==> config.mk <==
export PLATFORM = sky130hd
export DESIGN_NAME = cmd_issuer
export DESIGN_NICKNAME = d
export VERILOG_FILES = /design/src/rtl/cmd_proto_pkg.sv /design/src/rtl/tx_byte_sender.sv /design/src/rtl/cmd_issuer.sv
export SDC_FILE = /design/constraint.sdc
export NUM_CORES = 1
export LEC_CHECK = 0
export BUFFER_PORTS_ARGS = -buffer_cell sky130_fd_sc_hd__clkbuf_2
export CORE_MARGIN = 3
export CORE_UTILIZATION = 23
export CTS_BUF_LIST = sky130_fd_sc_hd__clkbuf_16
export CTS_CLUSTER_SIZE = 28
export DETAILED_ROUTE_END_ITERATION = 6
export GPL_TIMING_DRIVEN = 0
export PLACE_DENSITY_LB_ADDON = 0.05
export SETUP_SLACK_MARGIN = 0.15
export SYNTH_ARGS = -nofsm -noshare
export SYNTH_HDL_FRONTEND = slang
export SYNTH_HIERARCHICAL = 1
export SYNTH_SLANG_ARGS = --single-unit
==> constraint.sdc <==
create_clock -name clk_96mhz -period 10.3 [get_ports clk_96mhz]
set_input_delay 2.06 -clock clk_96mhz [delete_from_list [all_inputs] [get_ports clk_96mhz]]
set_output_delay 2.06 -clock clk_96mhz [all_outputs]
set_load 0.005 [all_outputs]
==> src/rtl/cmd_proto_pkg.sv <==
// cmd_proto_pkg: shared definitions for the MunchMan UART command protocol.
// Used by the host-side cmd_issuer and by the FPGA-side command parser.
//   - command opcodes and reply characters
//   - 2-bit host operation codes presented on cmd_op
//   - 8-bit FSM state encodings (also shown on the leds)
package cmd_proto_pkg;

    localparam logic [7:0] SET_CMD   = 8'h01;
    localparam logic [7:0] PROC_CMD  = 8'h02;
    localparam logic [7:0] RET_CMD   = 8'h03;
    localparam logic [7:0] ACK_CHAR  = 8'h01;
    localparam logic [7:0] NACK_CHAR = 8'h00;

    localparam logic [1:0] OP_NONE = 2'd0;
    localparam logic [1:0] OP_SET  = 2'd1;
    localparam logic [1:0] OP_PROC = 2'd2;
    localparam logic [1:0] OP_RET  = 2'd3;

    typedef enum logic [7:0] {
        ST_IDLE      = 8'h00,
        ST_SEND_OP   = 8'h01,
        ST_SEND_HASH = 8'h02,
        ST_SEND_LEN  = 8'h03,
        ST_SEND_DATA = 8'h04,
        ST_WAIT_ACK  = 8'h05,
        ST_RECV_POS  = 8'h06,
        ST_RECV_STR  = 8'h07,
        ST_DONE      = 8'h08
    } state_t;

    // Wire opcode for a host operation code (OP_NONE is never transmitted).
    function automatic logic [7:0] opcode_byte(input logic [1:0] op);
        case (op)
            OP_SET:  return SET_CMD;
            OP_PROC: return PROC_CMD;
            default: return RET_CMD;
        endcase
    endfunction

endpackage

==> src/rtl/tx_byte_sender.sv <==
// tx_byte_sender: start-pulse / guard-cycle handshake towards a uart_tx.
//   clk, rst     : clock, asynchronous active-high reset
//   txd_busy     : transmitter busy
//   byte_valid   : a byte is offered on byte_data
//   byte_data    : byte to send
//   byte_taken   : one-cycle pulse, byte_data launched this cycle
//   txd_start    : one-cycle start pulse to the transmitter
//   txd_data     : byte to the transmitter
module tx_byte_sender (
    input  logic       clk,
    input  logic       rst,
    input  logic       txd_busy,
    input  logic       byte_valid,
    input  logic [7:0] byte_data,
    output logic       byte_taken,
    output logic       txd_start,
    output logic [7:0] txd_data
);

    // The transmitter may only raise busy one cycle after a start pulse, so
    // the cycle right after a pulse is blocked regardless of txd_busy.
    logic guard;

    always_ff @(posedge clk or posedge rst) begin
        if (rst) begin
            guard <= 1'b0;
        end else begin
            guard <= txd_start;
        end
    end

    assign txd_start  = byte_valid && !guard && !txd_busy;
    assign byte_taken = txd_start;
    assign txd_data   = byte_data;

endmodule

==> src/rtl/cmd_issuer.sv <==
// cmd_issuer: host-side initiator for the MunchMan UART command protocol.
// Sends SET / PROC / RET commands through a uart_tx and parses the reply
// from a uart_rx.
//   clk_96mhz, reset      : clock, asynchronous active-high reset
//   txd_*                 : byte-wide transmitter handshake
//   rxd_*                 : received byte and its strobe
//   cmd_start/op/hash/num_bytes : command request (latched on acceptance)
//   src_data/valid/next   : PROC payload source
//   cmd_busy/done/ack/timeout   : command status and result
//   ret_byte_pos, ret_data, ret_data_valid : RET reply contents
//   leds                  : current state encoding
module cmd_issuer
    import cmd_proto_pkg::*;
#(
    parameter logic [23:0] TIMEOUT_CYCLES = 24'd9_600_000,
    parameter int unsigned RET_STR_LEN    = 19
) (
    input  logic         clk_96mhz,
    input  logic         reset,
    input  logic         txd_busy,
    output logic         txd_start,
    output logic [7:0]   txd_data,
    input  logic [7:0]   rxd_data,
    input  logic         rxd_data_ready,
    input  logic         cmd_start,
    input  logic [1:0]   cmd_op,
    input  logic [127:0] cmd_hash,
    input  logic [15:0]  cmd_num_bytes,
    input  logic [7:0]   src_data,
    input  logic         src_valid,
    output logic         src_next,
    output logic         cmd_busy,
    output logic         cmd_done,
    output logic         cmd_ack,
    output logic         cmd_timeout,
    output logic [15:0]  ret_byte_pos,
    output logic [7:0]   ret_data,
    output logic         ret_data_valid,
    output logic [7:0]   leds
);

    localparam logic [15:0] STR_LAST = 16'(RET_STR_LEN - 1);
    localparam logic [23:0] TMO_LAST = TIMEOUT_CYCLES - 24'd1;

    state_t       state;
    logic [1:0]   op_q;
    logic [127:0] hash_q;
    logic [15:0]  len_q;
    logic [15:0]  cnt;
    logic [23:0]  tmo;
    logic         res_ack;
    logic         res_tmo;

    logic         byte_valid;
    logic [7:0]   byte_data;
    logic         byte_taken;

    tx_byte_sender u_tx (
        .clk        (clk_96mhz),
        .rst        (reset),
        .txd_busy   (txd_busy),
        .byte_valid (byte_valid),
        .byte_data  (byte_data),
        .byte_taken (byte_taken),
        .txd_start  (txd_start),
        .txd_data   (txd_data)
    );

    // Byte offered to the sender in each transmit state.
    always_comb begin
        byte_valid = 1'b0;
        byte_data  = '0;
        case (state)
            ST_SEND_OP: begin
                byte_valid = 1'b1;
                byte_data  = opcode_byte(op_q);
            end
            ST_SEND_HASH: begin
                byte_valid = 1'b1;
                byte_data  = hash_q[127:120];
            end
            ST_SEND_LEN: begin
                byte_valid = 1'b1;
                byte_data  = (cnt == 16'd0) ? len_q[15:8] : len_q[7:0];
            end
            ST_SEND_DATA: begin
                byte_valid = src_valid;
                byte_data  = src_data;
            end
            default: ;
        endcase
    end

    assign src_next = byte_taken && (state == ST_SEND_DATA);
    assign leds     = state;

    always_ff @(posedge clk_96mhz or posedge reset) begin
        if (reset) begin
            state          <= ST_IDLE;
            op_q           <= '0;
            hash_q         <= '0;
            len_q          <= '0;
            cnt            <= '0;
            tmo            <= '0;
            res_ack        <= 1'b0;
            res_tmo        <= 1'b0;
            cmd_busy       <= 1'b0;
            cmd_done       <= 1'b0;
            cmd_ack        <= 1'b0;
            cmd_timeout    <= 1'b0;
            ret_byte_pos   <= '0;
            ret_data       <= '0;
            ret_data_valid <= 1'b0;
        end else begin
            cmd_done       <= 1'b0;
            cmd_ack        <= 1'b0;
            cmd_timeout    <= 1'b0;
            ret_data_valid <= 1'b0;

            case (state)
                ST_IDLE: begin
                    // cmd_busy stays high through the cmd_done cycle, so a
                    // request in that cycle is ignored as well.
                    if (cmd_start && !cmd_busy) begin
                        cmd_busy     <= 1'b1;
                        ret_byte_pos <= '0;
                        cnt          <= '0;
                        tmo          <= '0;
                        if (cmd_op == OP_NONE) begin
                            res_ack <= 1'b0;
                            res_tmo <= 1'b0;
                            state   <= ST_DONE;
                        end else begin
                            op_q   <= cmd_op;
                            hash_q <= cmd_hash;
                            len_q  <= cmd_num_bytes;
                            state  <= ST_SEND_OP;
                        end
                    end else begin
                        cmd_busy <= 1'b0;
                    end
                end

                ST_SEND_OP: begin
                    if (byte_taken) begin
                        case (op_q)
                            OP_SET:  state <= ST_SEND_HASH;
                            OP_PROC: state <= ST_SEND_LEN;
                            default: state <= ST_RECV_POS;
                        endcase
                    end
                end

                ST_SEND_HASH: begin
                    if (byte_taken) begin
                        hash_q <= {hash_q[119:0], 8'h00};
                        if (cnt == 16'd15) begin
                            cnt   <= '0;
                            state <= ST_WAIT_ACK;
                        end else begin
                            cnt <= cnt + 16'd1;
                        end
                    end
                end

                ST_SEND_LEN: begin
                    if (byte_taken) begin
                        if (cnt == 16'd1) begin
                            cnt   <= '0;
                            state <= (len_q == 16'd0) ? ST_WAIT_ACK : ST_SEND_DATA;
                        end else begin
                            cnt <= cnt + 16'd1;
                        end
                    end
                end

                ST_SEND_DATA: begin
                    if (byte_taken) begin
                        if (cnt == len_q - 16'd1) begin
                            cnt   <= '0;
                            state <= ST_WAIT_ACK;
                        end else begin
                            cnt <= cnt + 16'd1;
                        end
                    end
                end

                // In the receive states a byte always takes priority over
                // the timeout; tmo restarts on every byte.
                ST_WAIT_ACK: begin
                    if (rxd_data_ready) begin
                        res_ack <= (rxd_data == ACK_CHAR);
                        res_tmo <= 1'b0;
                        state   <= ST_DONE;
                    end else if (tmo == TMO_LAST) begin
                        res_ack <= 1'b0;
                        res_tmo <= 1'b1;
                        state   <= ST_DONE;
                    end else begin
                        tmo <= tmo + 24'd1;
                    end
                end

                ST_RECV_POS: begin
                    if (rxd_data_ready) begin
                        tmo <= '0;
                        if (cnt == 16'd0) begin
                            ret_byte_pos[15:8] <= rxd_data;
                            cnt                <= 16'd1;
                        end else begin
                            ret_byte_pos[7:0] <= rxd_data;
                            cnt               <= '0;
                            state             <= ST_RECV_STR;
                        end
                    end else if (tmo == TMO_LAST) begin
                        res_ack <= 1'b0;
                        res_tmo <= 1'b1;
                        state   <= ST_DONE;
                    end else begin
                        tmo <= tmo + 24'd1;
                    end
                end

                ST_RECV_STR: begin
                    if (rxd_data_ready) begin
                        tmo            <= '0;
                        ret_data       <= rxd_data;
                        ret_data_valid <= 1'b1;
                        if (cnt == STR_LAST) begin
                            cnt     <= '0;
                            res_ack <= 1'b1;
                            res_tmo <= 1'b0;
                            state   <= ST_DONE;
                        end else begin
                            cnt <= cnt + 16'd1;
                        end
                    end else if (tmo == TMO_LAST) begin
                        res_ack <= 1'b0;
                        res_tmo <= 1'b1;
                        state   <= ST_DONE;
                    end else begin
                        tmo <= tmo + 24'd1;
                    end
                end

                ST_DONE: begin
                    cmd_done    <= 1'b1;
                    cmd_ack     <= res_ack;
                    cmd_timeout <= res_tmo;
                    state       <= ST_IDLE;
                end

                default: state <= ST_IDLE;
            endcase
        end
    end

endmodule
# --- Word level (Yosys, flattened, before mapping) ---
# Cells that the tools add are included.
word_totals:
  in_bits: 168
  out_inout_bits: 47
  reg_bits: 226
  elab_cells: 149
op_classes:
  n_reduce_logical: 27
  mux: 67
  n_eq_ne: 34
  bitwise_logic: 1
  n_addsub: 3
ops:
  columns: ["operator", "count"]
  rows:
  - ["$mux W128", 3]
  - ["$pmux W128 S2", 1]
  - ["$mux W16", 11]
  - ["$mux W8", 17]
  - ["$mux W24", 4]
  - ["$pmux W16 S6", 1]
  - ["$pmux W24 S3", 1]
  - ["$pmux W8 S8", 1]
  - ["$eq A8 B3 Y1 const B", 4]
  - ["$logic_not A16 Y1", 2]
  - ["$pmux W16 S2", 1]
  - ["$pmux W8 S4", 1]
  - ["$ne A2 B2 Y1 const B", 15]
  - ["$add A24 B1 Y24 const B", 1]
  - ["$eq A24 B24 Y1 const B", 1]
  - ["$mux W1", 20]
  - ["$add A16 B1 Y16 const B", 1]
  - ["$eq A16 B1 Y1 const B", 1]
  - ["$eq A16 B16 Y1", 1]
  - ["$eq A16 B4 Y1 const B", 1]
  - ["$eq A16 B5 Y1 const B", 1]
  - ["$eq A8 B1 Y1 const B", 2]
  - ["$eq A8 B2 Y1 const B", 2]
  - ["$sub A16 B1 Y16 const B", 1]
  - ["other kinds (27)", 38]

# --- Logic depth before layout (Yosys ltp) ---
# Gate-level depths: netlist of run 1.
logic_depth:
  ltp_word: 7
  mapped_depth: 14
  mapped_depth_nobuf: 12

# --- Modules after synthesis ---
# Netlist of run 1, hierarchy kept.
by_module_without_submodules:
  columns: ["module", "area_each_um2", "seq_area_each_um2", "cells_each", "instances"]
  rows:
  - ["cmd_issuer", 11240.8, 5630.4, 1310, 1]
  - ["tx_byte_sender", 108.9, 25.0, 12, 1]

# --- Worst setup path after synthesis of run 1 ---
# No wires, ideal clock.
synth_timing:
  path_kind: "input-to-output"
  from: "input port src_valid"
  to: "output port src_next"
  t_required_ps: 8240
  n_path_buf: 1
  setup_slack_ps: 5325
  arrival_time_ps: 2915
  stages: 6
  path_cell_list: "nand3_1 > o21a_1 > nor2_1 > nor3b_2 > clkbuf_1 > and3_1"
synth_between:
  elab_chain_cells: 4
synth_lines:
  columns: ["item", "line", "text"]
  rows:
  - ["start: declaration", "cmd_issuer.sv:30", "input logic src_valid,"]
  - ["$pmux W1 S2", "cmd_issuer.sv:73", "case (state)"]
  - ["named net byte_valid", "cmd_issuer.sv:54", "logic byte_valid;"]
  - ["$logic_and A1 B1 Y1 (2 in series)", "tx_byte_sender.sv:32", "assign txd_start = byte_valid && !guard && !txd_busy;"]
  - ["named net byte_taken", "cmd_issuer.sv:56", "logic byte_taken;"]
  - ["$logic_and A1 B1 Y1", "cmd_issuer.sv:94", "assign src_next = byte_taken && (state == ST_SEND_DATA);"]
  - ["end: declaration", "cmd_issuer.sv:31", "output logic src_next,"]
# The timed path passes the listed nets, and every way through them passes these cells.

# --- Worst setup path in the final report of run 1 ---
# Same ends and word-level chain as after synthesis.

==> results.json, run 1 <==
{
  "powerDensity_mw_per_mm2": 183.7,
  "outcome": "finished clean",
  "area_growth_pct": 25.36,
  "routedWlPerCell_um": 18.03,
  "multi_input_area_mm2": 0.005179,
  "tritoncts": "built",
  "nFillCells": 5317,
  "nNetsFinal": 1748,
  "min_to": "u_tx/guard",
  "clockRootBuffer": "clkbuf_16",
  "cp-startpoint": "src_valid",
  "synth_xor_area_share_pct": 3.164,
  "p_comb_share_pct": 15.6,
  "yosys_warnings": 6,
  "synth.area.top_cells": "dfrtp_1 (50%), nand2_1 (12%), a31oi_1 (6.9%), nor2_1 (5.5%), clkbuf_1 (2.1%)",
  "intPower_mw": 1.848,
  "r2r_end": "leds[1]",
  "netlist_area_mm2": 0.01135,
  "power.leakage_nw": 6.522,
  "relSlewSlack_pct": 36.16,
  "final.period_utilization_pct": 53.79,
  "first_pass_iters": 5,
  "post-dp-hpwl_um": 30110,
  "synth_most_common_cell": "nand2_1",
  "globalRouteMet2Util_pct": 26.15,
  "synthArstFlopShare_pct": 100.0,
  "grt-ovfl-total": 0,
  "htreeDepth": 1,
  "coreArea_mm2": 0.04825,
  "worstPathCellList": "clkbuf_2 > nand3_1 > o21a_1 > nor2_1 > nor3b_2 > clkbuf_1 > and3_1 > clkbuf_2",
  "numCtsBuffers": 29,
  "period_minus_slack_ps": 5540,
  "clk_latency_ps": 580,
  "cp_slowest_cell": "clkbuf_1",
  "p_seq_share_pct": 46.2,
  "dp_slack_ps": 4731,
  "synthFlopType": "dfrtp_1",
  "power.switching_uw": 765.9,
  "synth_top_family_by_area": "simple AND/OR/NAND/NOR gates",
  "cts-hold-fix-buffers": 0,
  "fin_tns_setup_ps": 0,
  "whs_ps": 439.9,
  "path_clk_slew_ps": 50,
  "use_met3_pct": 3.356,
  "rows": 80,
  "peakVddDrop_mv": 0.1244,
  "gr-max-usage-layer": "met2",
  "die-area_mm2": 0.05205,
  "hold_class": "flop to flop",
  "grtUsageTotal_pct": 15.28,
  "die_w_um": 228.1,
  "skew_ps": 12.23,
  "gr-usage-met1_pct": 19.94,
  "timing.final.ws_setup_ps": 4760,
  "final_layout_size_suffix_gt1_share_pct": 19.12,
  "drc": 0,
  "worstRegToRegCells": 14,
  "postCtsSetupRepairBufs": 0,
  "synth_cell_types": 70,
  "r2r_slack_ps": 6150,
  "avgViaCountPerCell": 4.481,
  "power_mw": 2.614,
  "cp-start-kind": "input port",
  "num_vias": 10080,
  "tightest_slew_ps": 957.6,
  "synth_area_per_cell_um2": 8.585,
  "die_y_um": 228.1,
  "worst-endpoint-arrival_ps": 3480,
  "grt_pass1_vias": 10710,
  "antenna_found_initial": 9,
  "setup_viol": 0,
  "seqCellArea_mm2": 0.005655,
  "io-pin-count": 215,
  "clockBufferDepth": 3,
  "worstHoldStart": "u_tx/guard",
  "drtIter0Drc": 425,
  "synth-simple-area-share_pct": 24.73,
  "grt_start_max_net_pins": 110,
  "max_cap_violations": 0,
  "synth_compound_area_share_pct": 14.08,
  "yosys-top-cells-count": "nand2_1 (354), dfrtp_1 (226), nor2_1 (167)",
  "synthAdderAreaFrac_pct": 0.9922,
  "report.final.slew_viol_count": 0,
  "grt_pass1_wl_um": 63540,
  "synth_top_cell_by_area": "dfrtp_1",
  "hold_viol_final": 0,
  "critPathKind": "input port to output pin",
  "synthCells": 1322,
  "endpoint_kind": "output pin",
  "worstPathRequired_ps": 8240,
  "place_congestion": 0.7915,
  "hold-path-cell-count": 1,
  "synthMuxAreaShare_pct": 2.536,
  "crit_top_cell": "clkbuf_2",
  "clkPwrFrac_pct": 38.2,
  "postRouteAntennaNets": 0,
  "synth_top_area_share_pct": 49.83,
  "cts.sinks": 226,
  "yosysSeqAreaShare_pct": 49.83,
  "path_max_fanout": 9,
  "max_freq_mhz": 180.5,
  "rsz0062_at_grt": "no",
  "synth_edf_count": 0,
  "synth_seq_cells": 226,
  "r2r-start": "leds[2]",
  "slowest_delay_ps": 440,
  "initial_core_util_pct": 23.52,
  "switching_share_pct": 29.30,
  "routed_wl_um": 40560,
  "cts_resized": 0,
  "numPortBuffers": 213
}
## power by group through the flow
stage | sequential (mW) | combinational, mW | clock (mW)
after floorplan | 1.17 | 0.306 | 0
after global placement | 1.23 | 0.408 | 0
after detailed placement | 1.23 | 0.415 | 0
after CTS | 1.21 | 0.416 | 1.03
after global routing | 1.23 | 0.475 | 1.06
final | 1.21 | 0.408 | 0.998
## how the worst max path moves through the flow
| stage | end | cells past startpoint |
|---|---|---|
| 2_1_floorplan | cmd_ack | 1 |
| 3_3_place_gp | hash_q[15] | 2 |
| 3_5_place_dp | src_next | 8 |
| 4_1_cts | src_next | 8 |
| 5_1_grt | txd_data[0] | 9 |
| 6_report | src_next | 8 |
## metrics by stage
stage               utilization, %  cells  area, um^2
finish                       29.49   2249       14230
global route                 29.47   2246       14220
CTS                          29.47   2246       14220
detailed placement           27.59   2196       13310
global placement             27.46   2194       13250
floorplan                        -   1325       11360
## registers in the layout, summed over array words and instances (netlist names)
name / flops
cmd_ack: 1
cmd_busy: 1
cmd_done: 1
cmd_timeout: 1
cnt: 16
hash_q: 128
leds: 8
len_q: 16
op_q: 2
res_ack: 1
res_tmo: 1
ret_byte_pos: 16
ret_data: 8
ret_data_valid: 1
tmo: 24
u_tx/guard: 1
## logic make-up (layout without fill, tap and decap cells)
logic type | Yosys count | in the layout
XOR/XNOR | 41 | 41
flip-flops | 226 | 226
AO/OA/AOI/OAI | 248 | 248
AND/OR/NAND/NOR | 652 | 652
adder cells (fa/ha/maj) | 9 | 9
other | 1 | 7
multiplexers | 27 | 27
buffers and inverters | 118 | 383
## cell usage in the layout, fill, tap and decap left out, types with 5 or more instances in the layout
cell type / instances
nor2_1: 167
xnor2_1: 22
nor3_1: 15
mux2i_1: 13
inv_1: 28
nor4_1: 11
and3_1: 12
o21ai_0: 16
a21o_1: 7
a31oi_1: 125
dfrtp_1: 226
clkbuf_2: 213
nand3_1: 31
mux2_1: 13
clkbuf_1: 65
buf_2: 19
nor2b_1: 7
nand2_1: 354
clkinv_2: 5
ha_1: 9
clkbuf_16: 29
buf_4: 9
or3_1: 11
a22oi_1: 6
xor2_1: 19
o21ai_1: 42
a22o_1: 6
a21oi_1: 16
nand4_1: 12
## worst max-delay path, delay by kind of cell
family | cells | cell delay, ps
AO/OA/AOI/OAI | 1 | 130
buffers and inverters | 3 | 640
AND/OR/NAND/NOR | 4 | 650
## cell type report
| cell class | count | share of cell area (%) |
|---|---|---|
| inverters | 21 | 0.6068 |
| flip-flops and latches | 226 | 39.75 |
| well taps | 656 | 5.769 |
| diodes | 3 | 0.05277 |
| repair buffers | 215 | 7.880 |
| clock inverters | 21 | 1.293 |
| clock buffers | 29 | 5.101 |
| plain buffers | 97 | 3.148 |
| multi-input cells | 981 | 36.40 |
## layer usage
| layer | vias to the layer above | routed length [um] |
|---|---|---|
| met4 | 14 | 719 |
| li1 | 5036 | - |
| met1 | 4825 | 18450 |
| met3 | 55 | 1727 |
| met5 | - | 99 |
| met2 | 148 | 19560 |
(Power assumes the default switching activity.)
==> run 2, diff against run 1 <==
- clock period: 10.3 -> 5.5 ns (I/O delays scaled with it)
==> results.json, run 2 (synthesized netlist as in run 1, its figures left out) <==
{
  "outcome": "finished clean",
  "gr-max-usage-layer": "met2",
  "htreeDepth": 1,
  "gr-usage-met1_pct": 20.76,
  "power.leakage_nw": 6.541,
  "grt_pass1_vias": 10870,
  "max_freq_mhz": 223.4,
  "rsz0062_at_grt": "no",
  "clk_latency_ps": 560,
  "top_register": "hash_q",
  "worstPathRequired_ps": 4400,
  "endpoint_kind": "output pin",
  "io-pin-count": 215,
  "final_cell_mix": "nand2_1 (354), dfrtp_1 (226), clkbuf_2 (213)",
  "clkPwrFrac_pct": 37.7,
  "initial_core_util_pct": 23.52,
  "nNetsFinal": 1754,
  "die-area_mm2": 0.05205,
  "use_met3_pct": 3.431,
  "final_cells": 2258,
  "max_cap_violations": 0,
  "place_congestion": 0.7871,
  "critPathKind": "flop to output pin",
  "cts-hold-fix-buffers": 0,
  "hold_class": "input port to asynchronous set/reset pin",
  "postRouteAntennaNets": 0,
  "hold_viol_final": 0,
  "skew_ps": 9.130,
  "final_layout_size_suffix_gt1_share_pct": 19.44,
  "cp-start-kind": "flop",
  "numPortBuffers": 213,
  "cts.sinks": 226,
  "dp_cells": 2201,
  "post-dp-hpwl_um": 30690,
  "die_w_um": 228.1,
  "grt-ovfl-total": 0,
  "p_seq_share_pct": 46.4,
  "routedWlPerCell_um": 18.02,
  "placed_area_mm2": 0.01339,
  "avgViaCountPerCell": 4.495,
  "tritoncts": "built",
  "grt_pass1_wl_um": 64480,
  "antenna_found_initial": 12,
  "first_pass_iters": 7,
  "grt_start_max_net_pins": 35,
  "globalRouteMet2Util_pct": 25.91,
  "period_minus_slack_ps": 4476,
  "postCtsSetupRepairBufs": 0,
  "peakVddDrop_mv": 0.1913,
  "die_y_um": 228.1,
  "largestRegisters": "hash_q: 128 flops, tmo: 24 flops",
  "fin_util_pct": 29.65,
  "numCtsBuffers": 30,
  "grtUsageTotal_pct": 15.53,
  "drc": 0,
  "p_comb_share_pct": 15.9,
  "setup_viol": 0,
  "num_vias": 10150,
  "nFillCells": 5362,
  "powerDensity_mw_per_mm2": 340.4,
  "drtIter0Drc": 497,
  "worst-endpoint-arrival_ps": 3380,
  "switching_share_pct": 29.56,
  "rows": 80,
  "path_max_fanout": 10,
  "layout.cells.most_common": "nand2_1",
  "coreArea_mm2": 0.04825,
  "intPower_mw": 3.430,
  "power.switching_mw": 1.440,
  "report.final.slew_viol_count": 0,
  "cts_resized": 0,
  "relSlewSlack_pct": 34.13,
  "largest_reg_flops": 128,
  "power_mw": 4.870,
  "whs_ps": 391.6,
  "tightest_slew_ps": 988.1,
  "clockRootBuffer": "clkbuf_16",
  "final.period_utilization_pct": 81.37,
  "routed_wl_um": 40690,
  "area_growth_pct": 26.04,
  "clockBufferDepth": 3,
  "path_clk_slew_ps": 60,
  "stdcell_area_mm2": 0.01431
}
## run 2: cell count changes in the layout (fill, tap and decap cells not counted)
cell and delta:
clkinv_1 +7, bufinv_16 -2, clkbuf_16 +2, diode_2 -1
clkinv_2 +2, inv_1 -4, inv_8 -1, inv_16 -1
clkinvlp_4 +2, buf_12 +7, buf_16 -2
## run 2: power by group through the flow
stage	logic (mW)	registers, mW	clock network, mW
floorplan	0.573	2.19	0
global placement	0.765	2.29	0
detailed placement	0.786	2.29	0
CTS	0.787	2.27	1.91
global route	0.897	2.31	1.98
finish	0.772	2.26	1.84
## run 2: through the flow
stage | TNS, ps | setup WS (ps)
6_report | 0 | 1025
5_1_grt | 0 | 705.8
4_1_cts | 0 | 879.3
3_5_place_dp | 0 | 1315
3_3_place_gp | -143910 | -658.5
2_1_floorplan | 0 | 1462
## run 2: area by class of cell
type	instances	area, um^2	area share (%)
clock buffers	31	775.7	5.423
well taps	656	820.8	5.738
repair buffers	220	1206	8.432
multi-input cells	981	5179	36.20
inverters	21	82.58	0.5773
diodes	2	5.005	0.03499
plain buffers	97	447.9	3.131
flip-flops and latches	226	5655	39.53
clock inverters	24	132.6	0.9271
## run 2: worst paths after layout
path | from | end | slack [ps] | cells past startpoint
setup / recovery | leds[5] | txd_data[0] | 1020 | 9
hold / removal | reset | u_tx/guard | 390 | 2
setup reg to reg | leds[2] | leds[1] | 1440 | 14
hold reg to reg | u_tx/guard | u_tx/guard | 440 | 1
max in group asynchronous | reset | hash_q[58] | 4010 | 5
min in group clk_96mhz | u_tx/guard | u_tx/guard | 440 | 1
## run 2: critical path: stages, from the launching register on
cell      delay [ps]
dfrtp_1          370
nor3_1           480
nand2_1          340
nor2_1           210
and2_1           260
clkbuf_1         480
a221oi_1         230
o21ai_1          190
buf_4            140
clkbuf_2         100
## run 2: per-layer routing
layer | vias to the layer above | routed length [um] | share of wire [%]
li1 | 5042 | - | -
met3 | 60 | 1932 | 4.7
met4 | 16 | 692 | 1.7
met5 | - | 112 | 0.28
met1 | 4860 | 18590 | 46
met2 | 172 | 19360 | 48
==> run 3, diff against run 2 <==
- clock period: 5.5 -> 3.75 ns (I/O delays scaled with it)
==> results.json, run 3 (synthesized netlist as in run 1, its figures left out) <==
{
  "rsz0062_at_grt": "yes",
  "routedWlPerCell_um": 17.98,
  "postRouteAntennaNets": 0,
  "critPathKind": "flop to flop",
  "layout.cells.most_common": "nand2_1",
  "routed_wl_um": 40660,
  "htreeDepth": 1,
  "hold_viol_final": 0,
  "cp-startpoint": "leds[2]",
  "dp_cells": 2201,
  "top_register": "hash_q",
  "largest_reg_flops": 128,
  "period_minus_slack_ps": 3440,
  "endpoint_kind": "flop",
  "antenna_found_initial": 12,
  "grt-ovfl-total": 0,
  "clockBufferDepth": 3,
  "die_y_um": 228.1,
  "final.period_utilization_pct": 91.72,
  "grt_pass1_wl_um": 64600,
  "path_max_fanout": 10,
  "numPortBuffers": 213,
  "skew_ps": 8.616,
  "area_growth_pct": 27.15,
  "setup_viol": 0,
  "grt_pass1_vias": 10900,
  "initial_core_util_pct": 23.52,
  "tightest_slew_ps": 980.7,
  "drtIter0Drc": 505,
  "powerDensity_mw_per_mm2": 495.3,
  "grtUsageTotal_pct": 15.54,
  "clk_latency_ps": 560,
  "worstRegToRegCells": 14,
  "critPathCapture": "leds[1]",
  "worst-endpoint-arrival_ps": 3880,
  "cts.sinks": 226,
  "first_pass_iters": 7,
  "post-dp-hpwl_um": 30690,
  "cp-start-kind": "flop",
  "outcome": "finished clean",
  "coreArea_mm2": 0.04825,
  "num_vias": 10130,
  "avgViaCountPerCell": 4.482,
  "r2r_end": "leds[1]",
  "hold_class": "input port to asynchronous set/reset pin",
  "peakVddDrop_mv": 0.2804,
  "die-area_mm2": 0.05205,
  "clockRootBuffer": "clkbuf_16",
  "relSlewSlack_pct": 34.62,
  "max_cap_violations": 0,
  "worstPathRequired_ps": 4190,
  "dp_slack_ps": -342.8,
  "rows": 80,
  "drc": 0,
  "path_clk_slew_ps": 60,
  "grt_start_max_net_pins": 35,
  "r2r_slack_ps": 310,
  "final_layout_size_suffix_gt1_share_pct": 21.40,
  "io-pin-count": 215,
  "report.final.slew_viol_count": 0,
  "largestRegisters": "hash_q: 128 flops, tmo: 24 flops",
  "tritoncts": "built",
  "r2r-start": "leds[2]",
  "die_w_um": 228.1,
  "final_cells": 2261,
  "nNetsFinal": 1757,
  "timing.final.ws_setup_ps": 310.3,
  "place_congestion": 0.7871,
  "final_cell_mix": "nand2_1 (353), clkbuf_2 (226), dfrtp_1 (225)",
  "max_freq_mhz": 290.7,
  "power.leakage_nw": 6.645,
  "numCtsBuffers": 30
}
run 3: cell types whose count changed in the layout (fill, tap and decap cells not counted), moves of 3 or more:
| cell | change |
|---|---|
| clkbuf_1 | -18 |
| buf_4 | +3 |
| clkbuf_2 | +13 |
| clkbuf_4 | +3 |
run 3: power breakdown:
part / switching, mW / total (mW) / internal (mW)
logic: 0.590 / 1.14 / 0.547
registers: 0.376 / 3.32 / 2.94
clock network: 1.15 / 2.69 / 1.55
total: 2.11 / 7.15 / 5.03
run 3: through the flow:
step	TNS (ps)	hold slack [ps]	area (um^2)	util, %	power, mW
CTS	0	3.690	14380	29.80	7.279
floorplan	0	409.7	11360	-	4.054
detailed placement	-30270	438.7	13390	27.76	4.517
finish	0	41.78	14430	29.91	7.147
global route	0	28.28	14430	29.91	7.618
global placement	-491950	418.2	13250	27.47	4.486
run 3: layout make-up:
class / count / area (um^2)
diodes: 2 / 5.005
plain buffers: 97 / 480.5
clock buffers: 31 / 775.7
clock inverters: 24 / 132.6
fillers: 5346 / 33810
inverters: 21 / 82.58
multi-input cells: 981 / 5236
flip-flops and latches: 226 / 5657
well taps: 656 / 820.8
repair buffers: 223 / 1241
run 3: worst max-delay path, cell delays in order, from the launching register on:
cell      delay, ps
dfrtp_2         450
clkbuf_2        240
buf_2           250
nand3_1          90
o21a_1          110
nor2_1          110
nor3b_2         250
clkbuf_4        260
mux2_2          160
o21ai_0          70
a221o_1         380
nor4_1          270
a21o_1          240
o21ai_1         140
a22o_1          300
run 3: repair_timing:
action | in CTS | in global routing
hold buffers | 0 | 0
pin swaps | 0 | 1
resized for setup | 20 | 26
gates cloned | 0 | 0
setup buffers | 2 | 1
setup endpoints to repair | 157 | 114
endpoints found under the hold margin | 0 | 0
run 3: worst min-delay path by stage:
stage / depth (start not counted) / end / startpoint
final: 2 / u_tx/guard / reset
after global routing: 2 / u_tx/guard / reset
after CTS: 2 / u_tx/guard / reset
after detailed placement: 1 / u_tx/guard / u_tx/guard
after global placement: 1 / u_tx/guard / u_tx/guard
after floorplan: 1 / u_tx/guard / u_tx/guard
run 3: per-layer routing:
layer | GRT usage [%] | wire length (um) | vias up
met5 | 0 | 112 | -
met4 | 3.019 | 692 | 16
met3 | 3.431 | 2061 | 60
met2 | 25.96 | 19310 | 182
met1 | 20.78 | 18480 | 4830
li1 | - | - | 5046
